[config.mk]
export PLATFORM = sky130hd
export DESIGN_NAME = posit64_encode_flat
export DESIGN_NICKNAME = d
export VERILOG_FILES = /design/src/rtl/posit64_encode_if.sv /design/src/rtl/posit64_encode.sv /design/src/flat_wrapper.sv
export SDC_FILE = /design/constraint.sdc
export NUM_CORES = 1
export LEC_CHECK = 0
export ABC_AREA = 1
export CAP_MARGIN = 25
export CELL_PAD_IN_SITES_DETAIL_PLACEMENT = 0
export CELL_PAD_IN_SITES_GLOBAL_PLACEMENT = 1
export CORE_ASPECT_RATIO = 1.75
export CORE_MARGIN = 4
export CORE_UTILIZATION = 35
export CTS_BUF_LIST = sky130_fd_sc_hd__clkbuf_8
export CTS_CLUSTER_SIZE = 30
export DETAILED_ROUTE_END_ITERATION = 12
export PLACE_DENSITY = 0.77
export SYNTH_ARGS = -nofsm -noshare
export SYNTH_HDL_FRONTEND = slang
export SYNTH_SLANG_ARGS = --single-unit
[constraint.sdc]
create_clock -name clk -period 2.7 [get_ports clk]
set_input_delay 0.54 -clock clk [delete_from_list [all_inputs] [get_ports clk]]
set_output_delay 0.54 -clock clk [all_outputs]
set_load 0.05 [all_outputs]
[src/rtl/posit64_encode_if.sv]
// posit64_encode_if: input-tuple and output-posit handshake bundle for posit64_encode
interface posit64_encode_if;
    logic        in_valid;
    logic        in_ready;
    logic        in_zero;
    logic        in_nar;
    logic        in_sign;
    logic [63:0] in_regime;
    logic [63:0] in_exponent;
    logic [63:0] in_fraction;
    logic        out_valid;
    logic        out_ready;
    logic [63:0] out_p;

    modport master (
        output in_valid, in_zero, in_nar, in_sign, in_regime, in_exponent, in_fraction, out_ready,
        input  in_ready, out_valid, out_p
    );

    modport slave (
        input  in_valid, in_zero, in_nar, in_sign, in_regime, in_exponent, in_fraction, out_ready,
        output in_ready, out_valid, out_p
    );
endinterface

[src/rtl/posit64_encode.sv]
// posit64_encode: 3-stage posit64 encoder (classify, assemble, round/negate); RNE when POSIT_ENCODE_RNE_EN is defined
module posit64_encode #(
    parameter int es = 2
) (
    input logic            clk,
    input logic            rst_n,
    posit64_encode_if.slave bus
);
    localparam int NW = 129 + es;

    logic rdy1, rdy2, rdy3;

    logic          s1_v_q, s1_zero_q, s1_nar_q, s1_sign_q, s1_smax_q, s1_smin_q, s1_neg_q;
    logic [5:0]    s1_sh_q;
    logic [es-1:0] s1_exp_q;
    logic [63:0]   s1_frac_q;
    logic          s1_smax_d, s1_smin_d;
    logic [5:0]    s1_sh_d;

    logic          s2_v_q, s2_zero_q, s2_nar_q, s2_sign_q, s2_smax_q, s2_smin_q, s2_g_q, s2_st_q;
    logic [62:0]   s2_mag_q;
    logic [62:0]   s2_mag_d;
    logic          s2_g_d, s2_st_d;

    logic          out_valid_q;
    logic [63:0]   out_p_q, out_p_d;

    logic signed [NW-1:0] sv_w;
    logic [NW-2:0]        sh_w;
    logic [63:0]          rnd_w;
    logic [62:0]          m_w;
    logic                 unused_exp;

    // A stage may load when it is empty or its content moves on this cycle
    assign rdy3         = !out_valid_q || bus.out_ready;
    assign rdy2         = !s2_v_q || rdy3;
    assign rdy1         = !s1_v_q || rdy2;
    assign bus.in_ready = rdy1;
    assign unused_exp   = ^bus.in_exponent[63:es];

    // Regime run minus one: k>=0 -> k+1 leading ones, k<0 -> -k leading zeros
    assign s1_smax_d = $signed(bus.in_regime) >= 64'sd62;
    assign s1_smin_d = $signed(bus.in_regime) <= -64'sd63;
    assign s1_sh_d   = bus.in_regime[63] ? 6'(-bus.in_regime) : 6'(bus.in_regime + 64'd1);

    // S1: capture classified tuple
    always_ff @(posedge clk or negedge rst_n) begin
        if (!rst_n) begin
            s1_v_q    <= 1'b0;
            s1_zero_q <= 1'b0;
            s1_nar_q  <= 1'b0;
            s1_sign_q <= 1'b0;
            s1_smax_q <= 1'b0;
            s1_smin_q <= 1'b0;
            s1_neg_q  <= 1'b0;
            s1_sh_q   <= '0;
            s1_exp_q  <= '0;
            s1_frac_q <= '0;
        end else if (rdy1) begin
            s1_v_q <= bus.in_valid;
            if (bus.in_valid) begin
                s1_zero_q <= bus.in_zero;
                s1_nar_q  <= bus.in_nar;
                s1_sign_q <= bus.in_sign;
                s1_smax_q <= s1_smax_d;
                s1_smin_q <= s1_smin_d;
                s1_neg_q  <= bus.in_regime[63];
                s1_sh_q   <= s1_sh_d;
                s1_exp_q  <= bus.in_exponent[es-1:0];
                s1_frac_q <= bus.in_fraction;
            end
        end
    end

    // Arithmetic shift replicates the leading regime bit; the dropped top bit leaves run-1 copies before the terminator
    assign sv_w     = {~s1_neg_q, s1_neg_q, s1_exp_q, s1_frac_q, 63'd0};
    assign sh_w     = (NW-1)'(sv_w >>> s1_sh_q);
    assign s2_mag_d = sh_w[NW-2 -: 63];
    assign s2_g_d   = sh_w[NW-65];
    assign s2_st_d  = |sh_w[NW-66:0];

    // S2: capture assembled magnitude with guard and sticky
    always_ff @(posedge clk or negedge rst_n) begin
        if (!rst_n) begin
            s2_v_q    <= 1'b0;
            s2_zero_q <= 1'b0;
            s2_nar_q  <= 1'b0;
            s2_sign_q <= 1'b0;
            s2_smax_q <= 1'b0;
            s2_smin_q <= 1'b0;
            s2_g_q    <= 1'b0;
            s2_st_q   <= 1'b0;
            s2_mag_q  <= '0;
        end else if (rdy2) begin
            s2_v_q <= s1_v_q;
            if (s1_v_q) begin
                s2_zero_q <= s1_zero_q;
                s2_nar_q  <= s1_nar_q;
                s2_sign_q <= s1_sign_q;
                s2_smax_q <= s1_smax_q;
                s2_smin_q <= s1_smin_q;
                s2_g_q    <= s2_g_d;
                s2_st_q   <= s2_st_d;
                s2_mag_q  <= s2_mag_d;
            end
        end
    end

`ifdef POSIT_ENCODE_RNE_EN
    assign rnd_w = {1'b0, s2_mag_q} + 64'(s2_g_q && (s2_st_q || s2_mag_q[0]));
`else
    logic unused_rnd;
    assign unused_rnd = s2_g_q ^ s2_st_q;
    assign rnd_w      = {1'b0, s2_mag_q};
`endif

    // Non-zero values stay inside [minpos, maxpos]; specials override, sign applied last
    assign m_w     = (s2_smax_q || rnd_w[63]) ? '1 :
                     (s2_smin_q || rnd_w[62:0] == 63'd0) ? 63'd1 : rnd_w[62:0];
    assign out_p_d = s2_nar_q  ? 64'h8000_0000_0000_0000 :
                     s2_zero_q ? 64'd0 :
                     s2_sign_q ? -{1'b0, m_w} : {1'b0, m_w};

    // S3: output register, held while downstream stalls
    always_ff @(posedge clk or negedge rst_n) begin
        if (!rst_n) begin
            out_valid_q <= 1'b0;
            out_p_q     <= '0;
        end else if (rdy3) begin
            out_valid_q <= s2_v_q;
            if (s2_v_q) out_p_q <= out_p_d;
        end
    end

    assign bus.out_valid = out_valid_q;
    assign bus.out_p     = out_p_q;
endmodule

[src/flat_wrapper.sv]
// flat-port wrapper written by rule: the top's interface ports become plain ports
module posit64_encode_flat 
#(
    parameter int es = 2
)
  (clk, rst_n, bus_in_valid, bus_in_zero, bus_in_nar, bus_in_sign, bus_in_regime, bus_in_exponent, bus_in_fraction, bus_out_ready, bus_in_ready, bus_out_valid, bus_out_p);
  posit64_encode_if bus_i ();
  input logic clk;
  input logic rst_n;
  input wire logic [$bits(bus_i.in_valid)-1:0] bus_in_valid;
  input wire logic [$bits(bus_i.in_zero)-1:0] bus_in_zero;
  input wire logic [$bits(bus_i.in_nar)-1:0] bus_in_nar;
  input wire logic [$bits(bus_i.in_sign)-1:0] bus_in_sign;
  input wire logic [$bits(bus_i.in_regime)-1:0] bus_in_regime;
  input wire logic [$bits(bus_i.in_exponent)-1:0] bus_in_exponent;
  input wire logic [$bits(bus_i.in_fraction)-1:0] bus_in_fraction;
  input wire logic [$bits(bus_i.out_ready)-1:0] bus_out_ready;
  output wire logic [$bits(bus_i.in_ready)-1:0] bus_in_ready;
  output wire logic [$bits(bus_i.out_valid)-1:0] bus_out_valid;
  output wire logic [$bits(bus_i.out_p)-1:0] bus_out_p;
  assign bus_i.in_valid = bus_in_valid;
  assign bus_i.in_zero = bus_in_zero;
  assign bus_i.in_nar = bus_in_nar;
  assign bus_i.in_sign = bus_in_sign;
  assign bus_i.in_regime = bus_in_regime;
  assign bus_i.in_exponent = bus_in_exponent;
  assign bus_i.in_fraction = bus_in_fraction;
  assign bus_i.out_ready = bus_out_ready;
  assign bus_in_ready = bus_i.in_ready;
  assign bus_out_valid = bus_i.out_valid;
  assign bus_out_p = bus_i.out_p;
  posit64_encode #(.es(es)) u_core (.clk(clk), .rst_n(rst_n), .bus(bus_i));
endmodule
==> qor.tcl <==
set qor(nets) 3031
set qor(worst-r2r-cell-count) 19
set qor(synth_enable_flop_cells) 0
set qor(post-place-cells) 3343
set qor(final-seq-area_sq_mm) 0.00523
set qor(routed_wire_length_per_instance_um) 16.7
set qor(yosysMostFrequentCell) {sky130_fd_sc_hd__nand2_1}
set qor(worst_path_dominant_cell_family) {simple AND/OR/NAND/NOR gates}
set qor(netSwitchingFraction_pct) 48.2
set qor(worst_setup_hold_path_clk_slew_ns) 0.07
set qor(syn-mean-instance-area_sq_um) 6.34
set qor(mappedNetlistNets) 2605
set qor(achievable-frequency_ghz) 0.371
set qor(buffers_plus_inverters_on_the_worst_setup_path) 4
set qor(actual_transition_at_the_worst_max_transition_pin_ns) 0.560
set qor(crit_path_start) {u_core.s2_mag_q[33]}
set qor(initial_utilization_pct) 35.6
set qor(worstSetupEndpointType) {flop}
set qor(htree_num_levels) 2
set qor(synth_flop_cell) {sky130_fd_sc_hd__dfrtp_1}
set qor(critPathRequiredTime_ns) 3.14
set qor(timing.critical_path.slowest_stage_cell) {sky130_fd_sc_hd__dfrtp_1}
set qor(comb_power_share_pct) 65.7
set qor(synth_cell_type_count) 43
set qor(worst_path_largest_cell_delay_ns) 0.38
set qor(finalHoldViolCount) 0
set qor(setup_viol) 0
set qor(part_of_the_cycle_the_worst_path_needs_pct) 99.9
set qor(cts_max_path_bufs) 3
set qor(type_of_the_setup_path_with_the_least_slack) {flop to flop}
set qor(power.share.sequential_pct) 22.0
set qor(drt-vias-per-instance) 4.96
set qor(timing.critical_path.mode_cell) {sky130_fd_sc_hd__nand2_1}
set qor(period_minus_slack_ns) 2.70
set qor(starting_drt_drc_count) 781
set qor(globalplace.congestion) 0.966
set qor(postSynthRegisterBits) 209
set qor(synth.top_cells.by_area) {sky130_fd_sc_hd__dfrtp_1, sky130_fd_sc_hd__nand2_1, sky130_fd_sc_hd__o21ai_0}
set qor(chipHeight_um) 284
set qor(power_report.internal_total_mw) 11.4
set qor(type_of_element_launching_the_critical_path) {flop}
set qor(drive_gt1_share_pct) 19.7
set qor(grt_pass1_wl_um) 90500
set qor(grt_max_degree) 75
set qor(grt_pass1_vias) 17400
set qor(hold-worst-slack_ns) 0.425
set qor(grt_antenna_before_repair) 1
set qor(track_usage_pct) 23.7
set qor(grt_overflow) 0
set qor(ant_nets) 0
set qor(cts_tree) {built}
set qor(finish.cell_count_without_fillers) 3413
set qor(design.portCount) 265
set qor(max_cap_viol_count) 0
set qor(worst_r2r_startpoint) {u_core.s2_mag_q[33]}
set qor(synthDominantCellAreaShare_pct) 34.3
set qor(sum_of_routed_wire_length_over_all_layers_um) 57100
set qor(die_width_um) 166
set qor(num-fill-cells) 4543
set qor(crit_arrival_ns) 3.13
set qor(worst_slew_margin_rel_pct) 62.3
set qor(power.clock.fraction_pct) 12.3
set qor(drt_pass1_iterations) 5
set qor(cts_root_buf) {sky130_fd_sc_hd__clkbuf_8}
set qor(power_density_mw_per_mm2) 1040
set qor(rows) 100
set qor(critical_path.cell_chain) {nor2_1, nand2_1, nor2_2, nand2_2, nor2_4, nand2_4, buf_12, nand3_1, nand3_1, buf_4, inv_1, nand2_1, nor2_1, nand2_1, nand2_2, buf_4, nand3_1, nand2_1, o21ai_1}
set qor(multi_input_area_sq_mm) 0.00935
set qor(post-dp-hpwl_um) 47200
set qor(timing.rr.end) {u_core.bus.out_p[41]}
set qor(core_area_sq_mm) 0.0428
set qor(worstHoldPathType) {input port to asynchronous set/reset pin}
set qor(yosys.area.top_type) {sky130_fd_sc_hd__dfrtp_1}
set qor(status) {completed}
set qor(synth.yosys.seq_area_share_pct) 34.3
set qor(ir_worst_vdd_mv) 0.571
set qor(finalClockSkew_ns) 0.0295
set qor(syn_to_final_growth_pct) 39.0
set qor(clock_sink_count) 209
set qor(worstPathMaxFanout) 31
set qor(netlist_top_cells_count) {sky130_fd_sc_hd__nand2_1, sky130_fd_sc_hd__o21ai_0, sky130_fd_sc_hd__nand3_1}
set qor(post_synth_arst_share_pct) 100
set qor(grt_setup_unrepaired) {yes}
set qor(drt_drc_violations_left) 0
set qor(skew_pair_late_insertion_delay_ns) 0.57
set qor(total_switching_power_mw) 10.6
set qor(place.port_buffers) 198
set qor(yosysWarningCount) 0
set qor(maxSlewViolCount) 0
set qor(syn_area_sq_mm) 0.0152
set qor(cellLeakagePower_nw) 10.3
set qor(dieArea_sq_mm) 0.0470
set qor(timing.reg2reg.setup_slack_ns) 0.004
set qor(cts_buffers) 34
set qor(route.vias.total) 16900
set qor(postSynthCellCount) 2401
-- cell usage in the layout, fill, tap and decap left out, types with 4 or more instances in the layout --
| master | n |
|---|---|
| sky130_fd_sc_hd__clkbuf_8 | 43 |
| sky130_fd_sc_hd__nand3_1 | 195 |
| sky130_fd_sc_hd__nand2_2 | 38 |
| sky130_fd_sc_hd__a21oi_1 | 85 |
| sky130_fd_sc_hd__o21ai_1 | 30 |
| sky130_fd_sc_hd__mux2i_1 | 49 |
| sky130_fd_sc_hd__nor2_2 | 37 |
| sky130_fd_sc_hd__inv_2 | 8 |
| sky130_fd_sc_hd__a21oi_2 | 5 |
| sky130_fd_sc_hd__nor2_1 | 170 |
| sky130_fd_sc_hd__clkdlybuf4s50_1 | 196 |
| sky130_fd_sc_hd__nand2_1 | 901 |
| sky130_fd_sc_hd__xnor2_1 | 6 |
| sky130_fd_sc_hd__inv_1 | 129 |
| sky130_fd_sc_hd__o21ai_2 | 4 |
| sky130_fd_sc_hd__nand4_1 | 29 |
| sky130_fd_sc_hd__nand2_4 | 10 |
| sky130_fd_sc_hd__nor4_1 | 15 |
| sky130_fd_sc_hd__or2_2 | 12 |
| sky130_fd_sc_hd__o211ai_1 | 17 |
| sky130_fd_sc_hd__o21a_1 | 7 |
| sky130_fd_sc_hd__nor2_4 | 17 |
| sky130_fd_sc_hd__o21ai_0 | 202 |
| sky130_fd_sc_hd__ha_1 | 4 |
| sky130_fd_sc_hd__o31ai_1 | 4 |
| sky130_fd_sc_hd__buf_4 | 319 |
| sky130_fd_sc_hd__buf_12 | 18 |
| sky130_fd_sc_hd__a22oi_1 | 8 |
| sky130_fd_sc_hd__dfrtp_1 | 206 |
| sky130_fd_sc_hd__a31oi_1 | 13 |
| sky130_fd_sc_hd__nand3_2 | 37 |
-- cell families (layout without fill, tap and decap cells) --
| family | after synthesis | count (layout) | share of synthesized area [%] |
|---|---|---|---|
| buffers and inverters | 272 | 722 | 7.08 |
| multiplexers | 49 | 49 | 3.22 |
| AO/OA/AOI/OAI | 384 | 384 | 13.5 |
| AND/OR/NAND/NOR | 1473 | 1473 | 40.9 |
| other | 0 | 1 | 0 |
| XOR/XNOR | 9 | 9 | 0.518 |
| flip-flops | 209 | 209 | 34.3 |
| adder cells (fa/ha/maj) | 5 | 5 | 0.411 |
-- area by class of cell --
class / instances / area share (%)
antenna: 1 / 0.0118
clock buffer: 42 / 2.73
clock inverter: 18 / 0.372
inverter: 125 / 2.22
multi-input combinational: 1920 / 44.2
sequential: 209 / 24.7
tap: 561 / 3.31
timing repair buffer: 537 / 22.5
-- through the flow --
| stage | TNS (ns) | total power, mW | worst slack [ns] | instance area, sq um | utilization [%] |
|---|---|---|---|---|---|
| 2_1_floorplan | 0 | 12.5 | 0.116 | 15200 | - |
| 3_3_place_gp | -4.93 | 18.8 | -0.218 | 20000 | 46.8 |
| 3_5_place_dp | -5.81 | 18.9 | -0.217 | 20000 | 46.8 |
| 4_1_cts | -0.0741 | 22.0 | -0.0270 | 20900 | 48.8 |
| 5_1_grt | -4.04 | 23.8 | -0.162 | 21200 | 49.5 |
| 6_report | 0 | 22.0 | 0.00353 | 21200 | 49.5 |
-- flip-flops by register name (all words and copies together) (netlist names) --
| name | cells |
|---|---|
| u_core.bus.out_p | 64 |
| u_core.s2_smin_q | 1 |
| u_core.s2_mag_q | 63 |
| u_core.s2_zero_q | 1 |
| u_core.s1_exp_q | 2 |
| u_core.s2_smax_q | 1 |
| u_core.s1_zero_q | 1 |
| u_core.s1_smin_q | 1 |
| u_core.s1_v_q | 1 |
| u_core.s2_sign_q | 1 |
| u_core.s2_v_q | 1 |
| u_core.s1_sh_q | 6 |
| u_core.s1_frac_q | 60 |
| u_core.bus.out_valid | 1 |
| u_core.s1_nar_q | 1 |
| u_core.s1_neg_q | 1 |
| u_core.s2_nar_q | 1 |
| u_core.s1_sign_q | 1 |
| u_core.s1_smax_q | 1 |
-- how the worst max path moves through the flow --
stage	end	slack, ns	depth (start not counted)
2_1_floorplan	u_core.bus.out_p[34]	0.12	18
3_3_place_gp	u_core.bus.out_p[49]	-0.22	18
3_5_place_dp	u_core.bus.out_p[61]	-0.22	17
4_1_cts	u_core.bus.out_p[55]	-0.03	18
5_1_grt	u_core.bus.out_p[52]	-0.16	19
6_report	u_core.bus.out_p[41]	0.004	19
-- metal layers --
layer	routed length, um	part of all wire [%]	track usage (%)	up-vias
met5	0	0	0	-
met4	3330	5.8	12.0	0
met3	1490	2.6	2.16	115
met2	32100	56	48.1	336
met1	20200	35	23.3	7766
li1	-	-	-	8697
-- power by group through the flow --
| stage | Combinational (mW) | Clock [mW] | Sequential, mW |
|---|---|---|---|
| after floorplan | 6.40 | 0 | 6.06 |
| after global routing | 15.9 | 2.94 | 4.98 |
| after global placement | 13.9 | 0 | 4.85 |
| after detailed placement | 14.0 | 0 | 4.90 |
| final | 14.5 | 2.72 | 4.84 |
| after CTS | 14.3 | 2.83 | 4.85 |
-- repair_timing --
item | CTS | global route
resized for setup | 52 | 86
endpoints found under the hold margin | 20 | 0
pin swaps | 14 | 24
buffers inserted | 4 | 4
endpoints found under the setup margin | 46 | 67
hold buffers | 1 | 0
Power figures use the tool's default switching activity.
